===== src/rtl/cmp_pkg.sv =====
// Shared definitions for the max-comparator datapath: loader, comparator and flag capture.
package cmp_pkg;

    localparam int unsigned CMP_DATA_W  = 4;
    localparam int unsigned CMP_NUM_OPS = 4;

    typedef enum logic {
        LDR_COLLECT,
        LDR_HOLD
    } ldr_state_t;

    typedef logic [1:0] slot_idx_t;

endpackage


===== src/rtl/cmp_operand_loader.sv =====
// Serial-to-parallel operand loader: assembles four beats into a held frame a..d.
// Optional frame counter and resync error pulse via `define CMP_LOADER_FRAME_CNT_EN.
module cmp_operand_loader
    import cmp_pkg::*;
#(
    parameter int unsigned DATA_W          = CMP_DATA_W,
    parameter bit          RESYNC_ON_FIRST = 1'b1
) (
    input  logic              clk,
    input  logic              rst_n,
    input  logic [DATA_W-1:0] in_data,
    input  logic              in_valid,
    input  logic              in_first,
    output logic              in_ready,
    output logic [DATA_W-1:0] a,
    output logic [DATA_W-1:0] b,
    output logic [DATA_W-1:0] c,
    output logic [DATA_W-1:0] d,
`ifdef CMP_LOADER_FRAME_CNT_EN
    output logic [7:0]        frame_cnt,
    output logic              resync_err,
`endif
    output logic              out_valid,
    input  logic              out_ready
);

    ldr_state_t        state_q, state_d;
    slot_idx_t         idx_q, idx_d;
    logic [DATA_W-1:0] a_q, a_d, b_q, b_d, c_q, c_d, d_q, d_d;
    logic              out_valid_q, out_valid_d;
    logic              accept;
    logic              resync;

    assign in_ready = (state_q == LDR_COLLECT);
    assign accept   = in_valid & in_ready;
    assign resync   = RESYNC_ON_FIRST && accept && in_first;

    always_comb begin
        state_d     = state_q;
        idx_d       = idx_q;
        a_d         = a_q;
        b_d         = b_q;
        c_d         = c_q;
        d_d         = d_q;
        out_valid_d = out_valid_q;
        unique case (state_q)
            LDR_COLLECT: begin
                if (resync) begin
                    // Restart at slot a; stale slots get overwritten as the frame refills.
                    a_d   = in_data;
                    idx_d = 2'd1;
                end else if (accept) begin
                    unique case (idx_q)
                        2'd0: a_d = in_data;
                        2'd1: b_d = in_data;
                        2'd2: c_d = in_data;
                        2'd3: d_d = in_data;
                        default: ;
                    endcase
                    idx_d = idx_q + 2'd1;
                    if (idx_q == 2'd3) begin
                        state_d     = LDR_HOLD;
                        out_valid_d = 1'b1;
                    end
                end
            end
            LDR_HOLD: begin
                if (out_ready) begin
                    state_d     = LDR_COLLECT;
                    out_valid_d = 1'b0;
                end
            end
            default: begin
                state_d     = LDR_COLLECT;
                out_valid_d = 1'b0;
            end
        endcase
    end

    always_ff @(posedge clk or negedge rst_n) begin
        if (!rst_n) begin
            state_q     <= LDR_COLLECT;
            idx_q       <= '0;
            a_q         <= '0;
            b_q         <= '0;
            c_q         <= '0;
            d_q         <= '0;
            out_valid_q <= 1'b0;
        end else begin
            state_q     <= state_d;
            idx_q       <= idx_d;
            a_q         <= a_d;
            b_q         <= b_d;
            c_q         <= c_d;
            d_q         <= d_d;
            out_valid_q <= out_valid_d;
        end
    end

    assign a         = a_q;
    assign b         = b_q;
    assign c         = c_q;
    assign d         = d_q;
    assign out_valid = out_valid_q;

`ifdef CMP_LOADER_FRAME_CNT_EN
    logic [7:0] frame_cnt_q;
    logic       resync_err_q;

    always_ff @(posedge clk or negedge rst_n) begin
        if (!rst_n) begin
            frame_cnt_q  <= '0;
            resync_err_q <= 1'b0;
        end else begin
            if (state_q == LDR_HOLD && out_ready) begin
                frame_cnt_q <= frame_cnt_q + 8'd1;
            end
            resync_err_q <= resync && (idx_q != 2'd0);
        end
    end

    assign frame_cnt  = frame_cnt_q;
    assign resync_err = resync_err_q;
`endif

endmodule

===== config.mk =====
export PLATFORM = sky130hd
export DESIGN_NAME = cmp_operand_loader
export DESIGN_NICKNAME = d
export VERILOG_FILES = /design/src/rtl/cmp_pkg.sv /design/src/rtl/cmp_operand_loader.sv
export SDC_FILE = /design/constraint.sdc
export NUM_CORES = 1
export LEC_CHECK = 0
export CAP_MARGIN = 20
export CORE_AREA = 2 2 48 50
export CTS_CLUSTER_DIAMETER = 200
export DETAILED_ROUTE_END_ITERATION = 7
export DIE_AREA = 0 0 50 52
export HOLD_SLACK_MARGIN = 0.05
export PLACE_DENSITY_LB_ADDON = 0.15
export SYNTH_ARGS = -nofsm -noshare
export SYNTH_HDL_FRONTEND = slang
export SYNTH_SLANG_ARGS = --single-unit

===== constraint.sdc =====
create_clock -name clk -period 1.5 [get_ports clk]
set_input_delay 0.3 -clock clk [delete_from_list [all_inputs] [get_ports clk]]
set_output_delay 0.3 -clock clk [all_outputs]
set_load 0.05 [all_outputs]

== After elaboration in Yosys (flattened, before gate mapping) ==
Index checks and enable logic that the tools add are counted.
Storage, ports and cells
  input bits: 9
  register bits after elaboration: 20
  logic and storage cells: 43
  output and inout bits: 18
Cells by class
  $add $sub $neg: 1
  reductions and logical operators: 10
  eq/ne operators: 7
  multiplexer cells: 15
  bitwise operators: 3
Operator list (number)
  AND reduction 4 bit: 4
  two-way mux 4 bit: 3
  two-way mux 1 bit: 8
  == test 2 bit, second input constant: 2
  two-way mux 2 bit: 2
  != test 2 x 1 -> 1 bit, second input constant: 2
  != test 2 bit, second input constant: 2
  one-hot mux 1 bit (2 select lines): 2
  nonzero test 2 bit: 2
  AND reduction 3 bit: 1
  adder 2 x 1 -> 2 bit, second input constant: 1
  == test 2 x 1 -> 1 bit, second input constant: 1
  zero test 2 bit: 1
  inverter 1 bit: 2
  AND reduction 2 bit: 1
  bitwise AND 1 bit: 1
  logical AND 1 bit: 1

== Depth between registers and ports, before layout ==
  depth in word-level cells: 5
  depth in mapped cells: 5
  gate-level depth less buffers: 5

== Worst setup path before layout ==
Ideal clock, no wire load.
  kind: register -> register
  start: register state_q
  end: register d_q[0], in the netlist d[0]
  clock period less this slack: 1.340 ns
  library setup time: 0.125 ns
  stages on the path, launching flop included: 4
  data required time: 1.375 ns
  data arrival time: 1.215 ns
  path buffers: 0
  slack: 0.160 ns
  path through: dfrtp_1 nand2b_4 nor3b_4 mux2_4
Between the ends
  cells in the longest elaborated chain, start to end: 5
RTL lines
  start, declared: line cmp_operand_loader.sv:27  | ldr_state_t state_q, state_d;
  start signal, assigned: line cmp_operand_loader.sv:90  | state_q <= state_d;
  inverter 1 bit (no line) (*)
  bitwise AND 1 bit: line cmp_operand_loader.sv:35  | assign accept = in_valid & in_ready;
  logical AND 1 bit: line cmp_operand_loader.sv:36  | assign resync = RESYNC_ON_FIRST && accept && in_first;
  inverter 1 bit (no line)
  AND reduction 4 bit (no line) (*)
  end signal, assigned: line cmp_operand_loader.sv:87  | d_q <= '0;
  end signal, assigned: line cmp_operand_loader.sv:95  | d_q <= d_d;
  end, declared: line cmp_operand_loader.sv:29  | logic [DATA_W-1:0] a_q, a_d, b_q, b_d, c_q, c_d, d_q, d_d;
Every way passes the cells marked *; elsewhere a longest branch is shown, timed or not.
A chain may end at the register's enable or synchronous reset.

== Worst setup path in the final report ==
  start: input in_valid
  end: register d_q[2], in the netlist d[2]
Between the ends
  cells in the longest elaborated chain, start to end: 4
RTL lines
  start, declared: line cmp_operand_loader.sv:12  | input logic in_valid,
  bitwise AND 1 bit (*): line cmp_operand_loader.sv:35
  logical AND 1 bit: line cmp_operand_loader.sv:36
  inverter 1 bit (no line)
  AND reduction 4 bit (no line) (*)
Marks and branches as above.

==> summary.txt <==
R2R setup slack = 0.10 ns
status = completed
Num CTS Buffers = 3
io pins = 27
count of final hold-check violations = 0
antenna viol nets, final = 0
Yosys warnings = 0
Power Total = 3.37 mW
CTS tree = yes
R2R Path Start = idx_q[0]
Final nets = 106
Reg-to-Reg End = c[3]
Max-slew headroom = 78.2%
Syn Nets = 70
DR vias/cell = 4.57
Area Overhead vs Synth = 61.6%
largest net degree at the start of global routing = 21
All-Layer GR Usage = 14.7%
CP Max Fanout = 6
Final GP Congestion = 0.688
Setup crit end = d[2]
register area share after synthesis = 55.9%
antenna diode instance count = 0
Critical path origin = in_valid
CTS Sinks = 20
R2R depth = 4
post-synth top area share = 55.9%
leak pwr = 0.669 nW
worst slew pin tran = 0.327 ns
WS Path Type = input pin to flip-flop
CP arrival = 1.60 ns
Cells after Synth = 57
leading cell types in the layout, fill and taps excluded = dfrtp_1, buf_12, mux2_4, clkdlybuf4s50_1
CP Launch Type = input pin
utilization after layout = 68.7%
first-pass GRT wire length = 2820 um
Final period util = 94.3%
RSZ-0062 raised after global routing = false
Area contributors post-synth = dfrtp_1, mux2_4, mux2_1
initial core utilization = 42.5%
Avg Cell Area, Syn = 15.7 um2
DP HPWL = 1310 um
Syn Std Cell Area = 896 um2
Distinct cells, synth = 19
Core ar. = 2110 um2
clk_skew = 0.00334 ns
Overflow after GRT = 0
FF+latch count, synth = 20
FP Rows = 17
vias in the first global route = 632
Min Hold Slack = 0.323 ns
WL/cell = 13.7 um
PD cells = 2330 nW/um2
Post-Route WL = 1650 um
clk slew on worst S/H paths = 0.10 ns
# setup viols final = 0
1st-iter DRT viols = 4
Required @ worst endpoint = 1.68 ns
chip height = 52 um
Worst VDD drop = 1690 uV
commonest non-fill, non-tap cell in the layout = dfrtp_1
f_max = 707 MHz
CP Capture Type = flip-flop
proportion of layout cells with a drive suffix above 1 = 48.9%
Clock Tree Buf Depth = 2
CTS Root Cell = clkbuf_4
die width = 50 um
H-tree levels = 1
hold_buf cts = 0
Slew Limit Fails = 0
Remaining DRCs = 0
min Tclk post-route = 1.42 ns
die area = 2600 um2
Hold Crit Class = input pin to asynchronous set/reset pin
clk_lat worst skew = 0.29 ns
Initial DRT Pass Iterations = 3
initial antenna violation count = 0
via count = 548
number of max-cap violations = 0
IO Port Bufs = 26
cell taking the most area after synthesis = dfrtp_1
-- critical path, cell delays in order --
cell and delay, ns:
clkdlybuf4s50_1 0.53, nand2b_4 0.10, nor3b_4 0.18, buf_4 0.18
mux2_4 0.31
-- power by group --
part	internal, mW	switching (mW)	leakage (nW)
Clock	0.148	0.152	0.0210
Sequential	0.761	0.246	0.242
Combinational	1.08	0.984	0.406
-- Yosys cell counts (all sizes together) --
cell type	n
nand2	1
and4bb	1
nor3	1
a21oi	1
inv	3
mux2	16
a21boi	1
nor3b	2
ha	4
or2	1
dfrtp	20
nand2b	2
nor2	2
o21ai	1
o21bai	1
-- metrics by stage --
| step | worst slack, ns | cells | cell area [um2] | setup TNS [ns] |
|---|---|---|---|---|
| detailed placement | -0.281 | 115 | 1400 | -4.00 |
| global placement | -0.252 | 115 | 1400 | -3.62 |
| finish | 0.0850 | 120 | 1450 | 0 |
| global route | 0.00130 | 120 | 1450 | 0 |
| CTS | 0.0291 | 119 | 1440 | 0 |
| floorplan | 0.160 | 57 | 896 | 0 |
-- timing repair --
item	4_1_cts	5_1_grt
resized for setup	0	3
setup endpoints to repair	0	8
setup buffers	0	1
-- worst min-delay path by stage --
stage               depth (start not counted)      from  slack [ns]         to
finish                                      2     rst_n        0.32  out_valid
global route                                2     rst_n        0.33  out_valid
CTS                                         2     rst_n        0.32   idx_q[0]
detailed placement                          2  idx_q[1]        0.54   idx_q[1]
global placement                            2  idx_q[1]        0.53   idx_q[1]
floorplan                                   0     rst_n       0.004       a[0]
-- registers in the layout (all words and copies together), names as in the netlist --
| register | cells |
|---|---|
| a | 4 |
| b | 4 |
| c | 4 |
| d | 4 |
| idx_q | 2 |
| out_valid | 1 |
| state_q | 1 |
-- cell type report --
| type | instances | area (um2) |
|---|---|---|
| flip-flops and latches | 20 | 500 |
| multi-input cells | 34 | 384 |
| repair buffers | 31 | 480 |
| inverters | 3 | 11.3 |
| clock buffers | 4 | 36.3 |
| fillers | 157 | 658 |
| well taps | 28 | 35.0 |
-- metal layers --
metal	routed length [um]	share of wire [%]	vias up	track usage (%)
met4	12	0.73	0	6.94
met1	704	43	261	17.9
met5	0	0	-	0
met2	812	49	16	23.7
met3	118	7.2	2	4.60
li1	-	-	269	-
-- kinds of logic after synthesis --
family | after synthesis | share of synthesized area [%]
flops | 20 | 55.9
compound gates | 4 | 2.79
mux | 16 | 23.5
buf+inv | 3 | 1.26
fa+ha+maj | 4 | 5.59
simple gates | 10 | 11.0
(Power assumes the default switching activity.)
